File: config.mk
export PLATFORM = sky130hd
export DESIGN_NAME = mem_bus_arbiter
export DESIGN_NICKNAME = d
export VERILOG_FILES = /design/src/rtl/mem_bus_arbiter_pkg.sv /design/src/rtl/mem_bus_arbiter_pick.sv /design/src/rtl/mem_bus_arbiter.sv
export SDC_FILE = /design/constraint.sdc
export NUM_CORES = 1
export LEC_CHECK = 0
export ABC_AREA = 1
export CAP_MARGIN = 10
export CORE_MARGIN = 1
export CORE_UTILIZATION = 44
export DETAILED_ROUTE_END_ITERATION = 16
export GPL_TIMING_DRIVEN = 0
export PLACE_DENSITY_LB_ADDON = 0.2
export SLEW_MARGIN = 25
export SYNTH_ARGS = -nofsm -noshare
export SYNTH_HDL_FRONTEND = slang
export SYNTH_SLANG_ARGS = --single-unit
export TNS_END_PERCENT = 5
File: constraint.sdc
create_clock -name CLK -period 4.15 [get_ports CLK]
set_input_delay 0.83 -clock CLK [delete_from_list [all_inputs] [get_ports CLK]]
set_output_delay 0.83 -clock CLK [all_outputs]
set_load 0.05 [all_outputs]
File: src/rtl/mem_bus_arbiter_pkg.sv
// Shared types and widths for the two-port memory bus arbiter.
package mem_bus_arbiter_pkg;
    localparam int ADDR_W = 32;
    localparam int DATA_W = 32;

    typedef enum logic [1:0] {
        IDLE    = 2'd0,
        GRANT_I = 2'd1,
        GRANT_D = 2'd2,
        DONE    = 2'd3
    } state_t;

    typedef enum logic {
        GNT_I = 1'b0,
        GNT_D = 1'b1
    } gnt_t;
endpackage

File: src/rtl/mem_bus_arbiter_pick.sv
// Combinational winner selection between the instruction and data ports.
// MEM_ARB_ROUND_ROBIN_EN selects alternating grants on contention; otherwise D has fixed priority.
module mem_arb_pick
    import mem_bus_arbiter_pkg::*;
(
    input  logic i_req,
    input  logic d_req,
    input  gnt_t last_gnt,
    output logic any_req,
    output gnt_t winner
);
`ifdef MEM_ARB_ROUND_ROBIN_EN
    always_comb begin
        any_req = i_req | d_req;
        winner  = GNT_D;
        if (i_req && d_req) begin
            winner = (last_gnt == GNT_D) ? GNT_I : GNT_D;
        end else if (i_req) begin
            winner = GNT_I;
        end
    end
`else
    // Fixed priority ignores the grant history.
    logic last_gnt_unused;
    assign last_gnt_unused = last_gnt;

    always_comb begin
        any_req = i_req | d_req;
        winner  = GNT_D;
        if (i_req && !d_req) begin
            winner = GNT_I;
        end
    end
`endif
endmodule

File: src/rtl/mem_bus_arbiter.sv
// Arbitrates an instruction port and a data port onto one memory bus with a four-state FSM.
// Define MEM_ARB_ROUND_ROBIN_EN to alternate grants on contention instead of fixed D priority.
module mem_bus_arbiter
    import mem_bus_arbiter_pkg::*;
(
    input  logic              CLK,
    input  logic              RESET,
    input  logic              I_READ,
    input  logic [ADDR_W-1:0] I_ADDRESS,
    output logic [DATA_W-1:0] I_READDATA,
    output logic              I_BUSYWAIT,
    input  logic              D_READ,
    input  logic              D_WRITE,
    input  logic [ADDR_W-1:0] D_ADDRESS,
    input  logic [DATA_W-1:0] D_WRITEDATA,
    output logic [DATA_W-1:0] D_READDATA,
    output logic              D_BUSYWAIT,
    output logic              MEM_READ,
    output logic              MEM_WRITE,
    output logic [ADDR_W-1:0] MEM_ADDRESS,
    output logic [DATA_W-1:0] MEM_WRITEDATA,
    input  logic [DATA_W-1:0] MEM_READDATA,
    input  logic              MEM_BUSYWAIT,
    output state_t            dbg_state
);
    // Handshake: a port holds its request (I_READ, or D_READ/D_WRITE) until its BUSYWAIT is low;
    // BUSYWAIT is low only in the single DONE cycle after that port's transaction, then the port drops or re-issues.
    state_t            state_q, state_d;
    gnt_t              last_gnt_q, last_gnt_d;
    logic              entered_q, entered_d;
    logic              mem_read_q, mem_read_d;
    logic              mem_write_q, mem_write_d;
    logic [ADDR_W-1:0] mem_address_q, mem_address_d;
    logic [DATA_W-1:0] mem_writedata_q, mem_writedata_d;
    logic [DATA_W-1:0] i_readdata_q, i_readdata_d;
    logic [DATA_W-1:0] d_readdata_q, d_readdata_d;
    logic              any_req;
    gnt_t              winner;

    mem_arb_pick u_pick (
        .i_req    (I_READ),
        .d_req    (D_READ | D_WRITE),
        .last_gnt (last_gnt_q),
        .any_req  (any_req),
        .winner   (winner)
    );

    always_comb begin
        state_d         = state_q;
        last_gnt_d      = last_gnt_q;
        entered_d       = entered_q;
        mem_read_d      = mem_read_q;
        mem_write_d     = mem_write_q;
        mem_address_d   = mem_address_q;
        mem_writedata_d = mem_writedata_q;
        i_readdata_d    = i_readdata_q;
        d_readdata_d    = d_readdata_q;
        unique case (state_q)
            IDLE: begin
                if (any_req) begin
                    entered_d  = 1'b1;
                    last_gnt_d = winner;
                    if (winner == GNT_D) begin
                        state_d         = GRANT_D;
                        mem_write_d     = D_WRITE;
                        mem_read_d      = D_READ & ~D_WRITE;
                        mem_address_d   = D_ADDRESS;
                        mem_writedata_d = D_WRITEDATA;
                    end else begin
                        state_d       = GRANT_I;
                        mem_read_d    = 1'b1;
                        mem_write_d   = 1'b0;
                        mem_address_d = I_ADDRESS;
                    end
                end
            end
            GRANT_I, GRANT_D: begin
                // Bus command is latched at entry, so a dropped request still finishes its transaction.
                // entered_q keeps the edge that enters GRANT from ever counting as completion.
                if (entered_q && !MEM_BUSYWAIT) begin
                    state_d     = DONE;
                    entered_d   = 1'b0;
                    mem_read_d  = 1'b0;
                    mem_write_d = 1'b0;
                    if (mem_read_q && (state_q == GRANT_I)) i_readdata_d = MEM_READDATA;
                    if (mem_read_q && (state_q == GRANT_D)) d_readdata_d = MEM_READDATA;
                end
            end
            DONE: begin
                state_d = IDLE;
            end
            default: begin
                state_d = IDLE;
            end
        endcase
    end

    always_ff @(posedge CLK) begin
        if (RESET) begin
            state_q         <= IDLE;
            last_gnt_q      <= GNT_I;
            entered_q       <= 1'b0;
            mem_read_q      <= 1'b0;
            mem_write_q     <= 1'b0;
            mem_address_q   <= '0;
            mem_writedata_q <= '0;
            i_readdata_q    <= '0;
            d_readdata_q    <= '0;
        end else begin
            state_q         <= state_d;
            last_gnt_q      <= last_gnt_d;
            entered_q       <= entered_d;
            mem_read_q      <= mem_read_d;
            mem_write_q     <= mem_write_d;
            mem_address_q   <= mem_address_d;
            mem_writedata_q <= mem_writedata_d;
            i_readdata_q    <= i_readdata_d;
            d_readdata_q    <= d_readdata_d;
        end
    end

    assign I_BUSYWAIT    = I_READ & ~((state_q == DONE) && (last_gnt_q == GNT_I));
    assign D_BUSYWAIT    = (D_READ | D_WRITE) & ~((state_q == DONE) && (last_gnt_q == GNT_D));
    assign MEM_READ      = mem_read_q;
    assign MEM_WRITE     = mem_write_q;
    assign MEM_ADDRESS   = mem_address_q;
    assign MEM_WRITEDATA = mem_writedata_q;
    assign I_READDATA    = i_readdata_q;
    assign D_READDATA    = d_readdata_q;
    assign dbg_state     = state_q;
endmodule

* After elaboration in Yosys (flattened, before gate mapping)
Cells that the tools add are included.
** Operators by class
- Eq/ne operators :: 5
- Multiplexer cells :: 15
- Bitwise gates (word level) :: 10
- Reduce and logical (&&, ||, !) cells :: 17
** Operators by type and width (number)
- 2-to-1 mux 32 bit :: 1
- AND reduction 3 bit :: 4
- 2-to-1 mux 1 bit :: 7
- logical AND 1 bit :: 6
- 2-to-1 mux 2 bit :: 3
- one-hot mux 1 bit (2 select lines) :: 3
- one-hot mux 2 bit (3 select lines) :: 1
- inverter 1 bit :: 5
- equality test 2 bit, second input constant :: 2
- != test 2 bit, second input constant :: 2
- AND reduction 2 bit :: 2
- bitwise AND 1 bit :: 3
- equality test 2 x 1 -> 1 bit, second input constant :: 1
- zero test 1 bit :: 2
- zero test 2 bit :: 1
- OR 1 bit :: 2
- nonzero test 2 bit :: 1
- OR reduction 2 bit :: 1
** Word-level totals
- Register bits after elaboration :: 134
- Input bits :: 134
- Output and inout port bits :: 134
- Logic and storage cells :: 56

* Longest topological paths before layout
- Depth after elaboration :: 6
- Mapped depth :: 9

* Modules after synthesis
From an unflattened synthesis, not the netlist that was laid out.
** Unflattened totals
- Cell total of the unflattened synthesis :: 703
- Area total of the unflattened synthesis :: 5461.5 um2
** Modules (own cells, without submodules)
- mem_bus_arbiter :: instances 1, cells each 699, area each 5446.5 um2, seq. area each 2682.6 um2
- mem_arb_pick :: instances 1, cells each 4, area each 15.0 um2, seq. area each 0.0 um2

* Worst setup path before layout
Ideal clock, no wire load.
- Path type :: input-to-output
- Start :: in D_WRITE
- End :: out D_BUSYWAIT
- Arrival :: 1.636 ns
- Path slack :: 1.684 ns
- Stages on the path :: 2
- Buffers on the path :: 0
- Cells stage by stage :: nor2_4 > a21oi_1
** On the way
- Word-level cells in the longest chain between the ends :: 2
** RTL lines
- from (decl) :: line mem_bus_arbiter.sv:13 : input logic D_WRITE,
- OR 1 bit :: line mem_bus_arbiter.sv:123 : assign D_BUSYWAIT = (D_READ | D_WRITE) & ~((state_q == DONE) && (last_gnt_q == GNT_D));
- bitwise AND 1 bit :: line mem_bus_arbiter.sv:123
- to (decl) :: line mem_bus_arbiter.sv:17 : output logic D_BUSYWAIT,
Every way passes these cells.

* Worst setup path in the final report
Ends and elaborated chain as after synthesis.

==> flow_summary.yaml <==
sta:
  fmax_mhz: 305.0
  setup-tns-final_ps: 0
  number_of_max_slew_violations_in_the_final_report: 0
  timing.slew.headroom_pct: 62.89
  timing_worst_slew_pin_value_ps: 554.9
  grt_setup_unrepaired: "false"
  final.setup_skew_ps: 8.042
  setup_violations: 0
  min_period_ps: 3278
  layout_worst_path_cycle_share_pct: 79.00
  hold_violations: 0
drt:
  drt.antenna.violating_nets: 0
  total_via_count_after_detailed_routing: 5655
  firstDrtPassIters: 5
  route.detailed.vias_per_inst: 4.716
  wire_per_inst_um: 13.59
  drt-initial-drc-count: 380
  wl_um: 16300
  number_of_drc_violations_after_detailed_routing: 0
status:
  outcome: "finished clean"
clocking:
  htree_num_levels: 4
  cts_post_setup_buffers_inserted: 0
  clkSlewWorstSetupHoldPaths_ps: 50
  cts_max_path_buffers: 2
  cts_repair_resize_count: 0
  clk_latency_ps: 410
  tritoncts_num_sinks: 134
  clockRootBuffer: "clkbuf_16"
  cts_tree: "built"
  cts_hold_buf: 0
  cts_made_buffers: 17
flow_run:
  max_cap_violations: 0
power_and_ir_drop:
  vdd.ir_drop.worst_mv: 0.4404
  total_power_uw: 5379
  power_density_nw_per_um2: 611.4
  static-leakage-power_uw: 0.003930
synthesis:
  post_synth_most_frequent_cells: "nor2_1 (278), dfxtp_1 (134), o21ai_0 (108), nand2_1 (81), inv_1 (45)"
  synth_warnings: 0
  number_of_enable_type_register_cells_in_the_synthesized_netlist: 0
  synth.largest_area_cell: "dfxtp_1"
  avgSynthCellArea_um2: 7.155
  synth.lib_cells_used.distinct: 23
  yosys.cell_count.top_type: "nor2_1"
  postSynth.topFlopCell: "dfxtp_1"
  asyncSetResetFlopFracSynth_pct: 0
  mappedNetlistNets: 895
  yosys-top-cells-area: "dfxtp_1 (50%), nor2_1 (19%), o21ai_0 (10%)"
  ys_ff_latch: 134
  synthesis.area_um2: 5409
  seq_area_frac_synth_pct: 49.60
  postSynthCellCount: 756
  netlist.area_leader.share_pct: 49.60
finish:
  layout-drive-gt1-share_pct: 7.414
  final_core_utilization_pct: 73.25
  antenna_cells_inserted: 0
  fillerInstances: 972
  area_overhead_of_the_layout_relative_to_synthesis_pct: 62.66
  fin_nets: 1181
placed_design:
  globalplace.congestion: 0.7996
  place_hpwl_um: 12040
  port_buffers: 267
floorplan:
  die-width_um: 112.9
  ioPinCount: 268
  rows: 40
  floorplan.die_area_um2: 12740
  dieHeight_um: 112.9
  core_um2: 12010
  initial_core_util_pct: 45.03
global_routing:
  grtUsageTotal_pct: 26.16
  grt_first_pass_wirelength_um: 26180
  grt.overflow.total: 0
  maximum_number_of_pins_on_one_net_before_global_route_repair: 17
  grt_antenna_before_repair: 0
  number_of_global_route_vias_before_repair: 5411
critical_path:
  worstPathRequired_ps: 3320
  critical_path_endpoint_category: "primary output"
  cp-start-kind: "input pin"
  path_class: "input pin to primary output"
  critical_path.max_fanout: 5
  cp_data_arrival_time_ps: 2450
hold_path:
  timing.hold.worst.class: "flip-flop to flip-flop"
[where the power goes]
part	total (µW)	leakage [µW]	internal (µW)	switching, µW
registers	1680	0.00110	1550	134
clock network	1380	0.000259	859	518
logic	2320	0.00257	778	1540
total	5380	0.00393	3180	2200
[critical path, stage by stage]
cell             delay [ps]
clkdlybuf4s50_1         550
nor2_4                   90
a21oi_1                 120
clkdlybuf4s50_1         850
[layout by cell type (no fill, tap or decap)]
master	instances
buf_6	9
nand3_1	2
buf_1	1
nor2_1	278
a21oi_2	1
nand4_1	1
nand2_2	2
clkbuf_8	3
inv_2	1
buf_4	1
clkbuf_1	24
clkinv_2	2
clkdlybuf4s50_1	267
o21ai_1	22
ha_1	5
buf_2	15
dfxtp_1	134
nor2_4	2
clkinvlp_4	1
nor3_1	1
o21ai_0	108
a31oi_1	1
clkbuf_16	17
inv_1	45
nand2_1	81
clkbuf_2	1
a21oi_1	4
bufinv_16	1
nor2_2	22
[metal layers]
metal | share of wire [%] | global-route usage, % | wire length (µm) | vias to the layer above
met4 | 3.0 | 12.02 | 481 | 0
li1 | - | - | - | 2923
met5 | 0 | 0 | 0 | -
met3 | 7.6 | 8.195 | 1236 | 36
met2 | 47 | 44.81 | 7715 | 209
met1 | 42 | 29.88 | 6865 | 2487
[state kept, by name (all words and copies together) (netlist names)]
signal	cells
MEM_WRITE	1
MEM_ADDRESS	32
MEM_READ	1
entered_q	1
MEM_WRITEDATA	32
dbg_state	2
D_READDATA	32
last_gnt_q	1
I_READDATA	32
[cell type report]
type | count | area, µm² | share of cell area, %
clock buffer | 25 | 485.5 | 5.518
inverter | 46 | 172.7 | 1.962
multi-input combinational | 530 | 2290 | 26.02
buffer | 46 | 264.0 | 3.001
clock inverter | 4 | 47.55 | 0.5404
sequential | 134 | 2683 | 30.49
timing repair buffer | 267 | 2673 | 30.38
tap | 147 | 183.9 | 2.090
[final timing paths]
check	start	endpoint	slack (ps)	cells past startpoint
worst min-delay path	MEM_WRITE	MEM_WRITE	480	2
worst max register to register	dbg_state[1]	D_READDATA[7]	2170	8
worst max-delay path	D_WRITE	D_BUSYWAIT	870	4
worst min register to register	MEM_WRITE	MEM_WRITE	480	2
[per-stage QoR]
stage | std cells | setup WS (ps) | hold slack [ps] | instance area (µm²)
2_1_floorplan | 756 | 1684 | 434.9 | 5409
3_3_place_gp | 1170 | 887.3 | 455.8 | 8265
3_5_place_dp | 1170 | 890.7 | 460.2 | 8265
4_1_cts | 1199 | 889.4 | 475.3 | 8798
5_1_grt | 1199 | 827.7 | 500.0 | 8798
6_report | 1199 | 871.6 | 475.0 | 8798
[cell families (layout without fill, tap and decap cells)]
logic type | after synthesis | in the layout | synth area share, %
and+or+nand+nor | 389 | 389 | 28.50
AOI/OAI and AO/OA | 136 | 136 | 12.68
DFF | 134 | 134 | 49.60
buffers and inverters | 92 | 388 | 8.073
adders and majority gates | 5 | 5 | 1.157
Note: power is estimated with default switching activity, not from simulation.
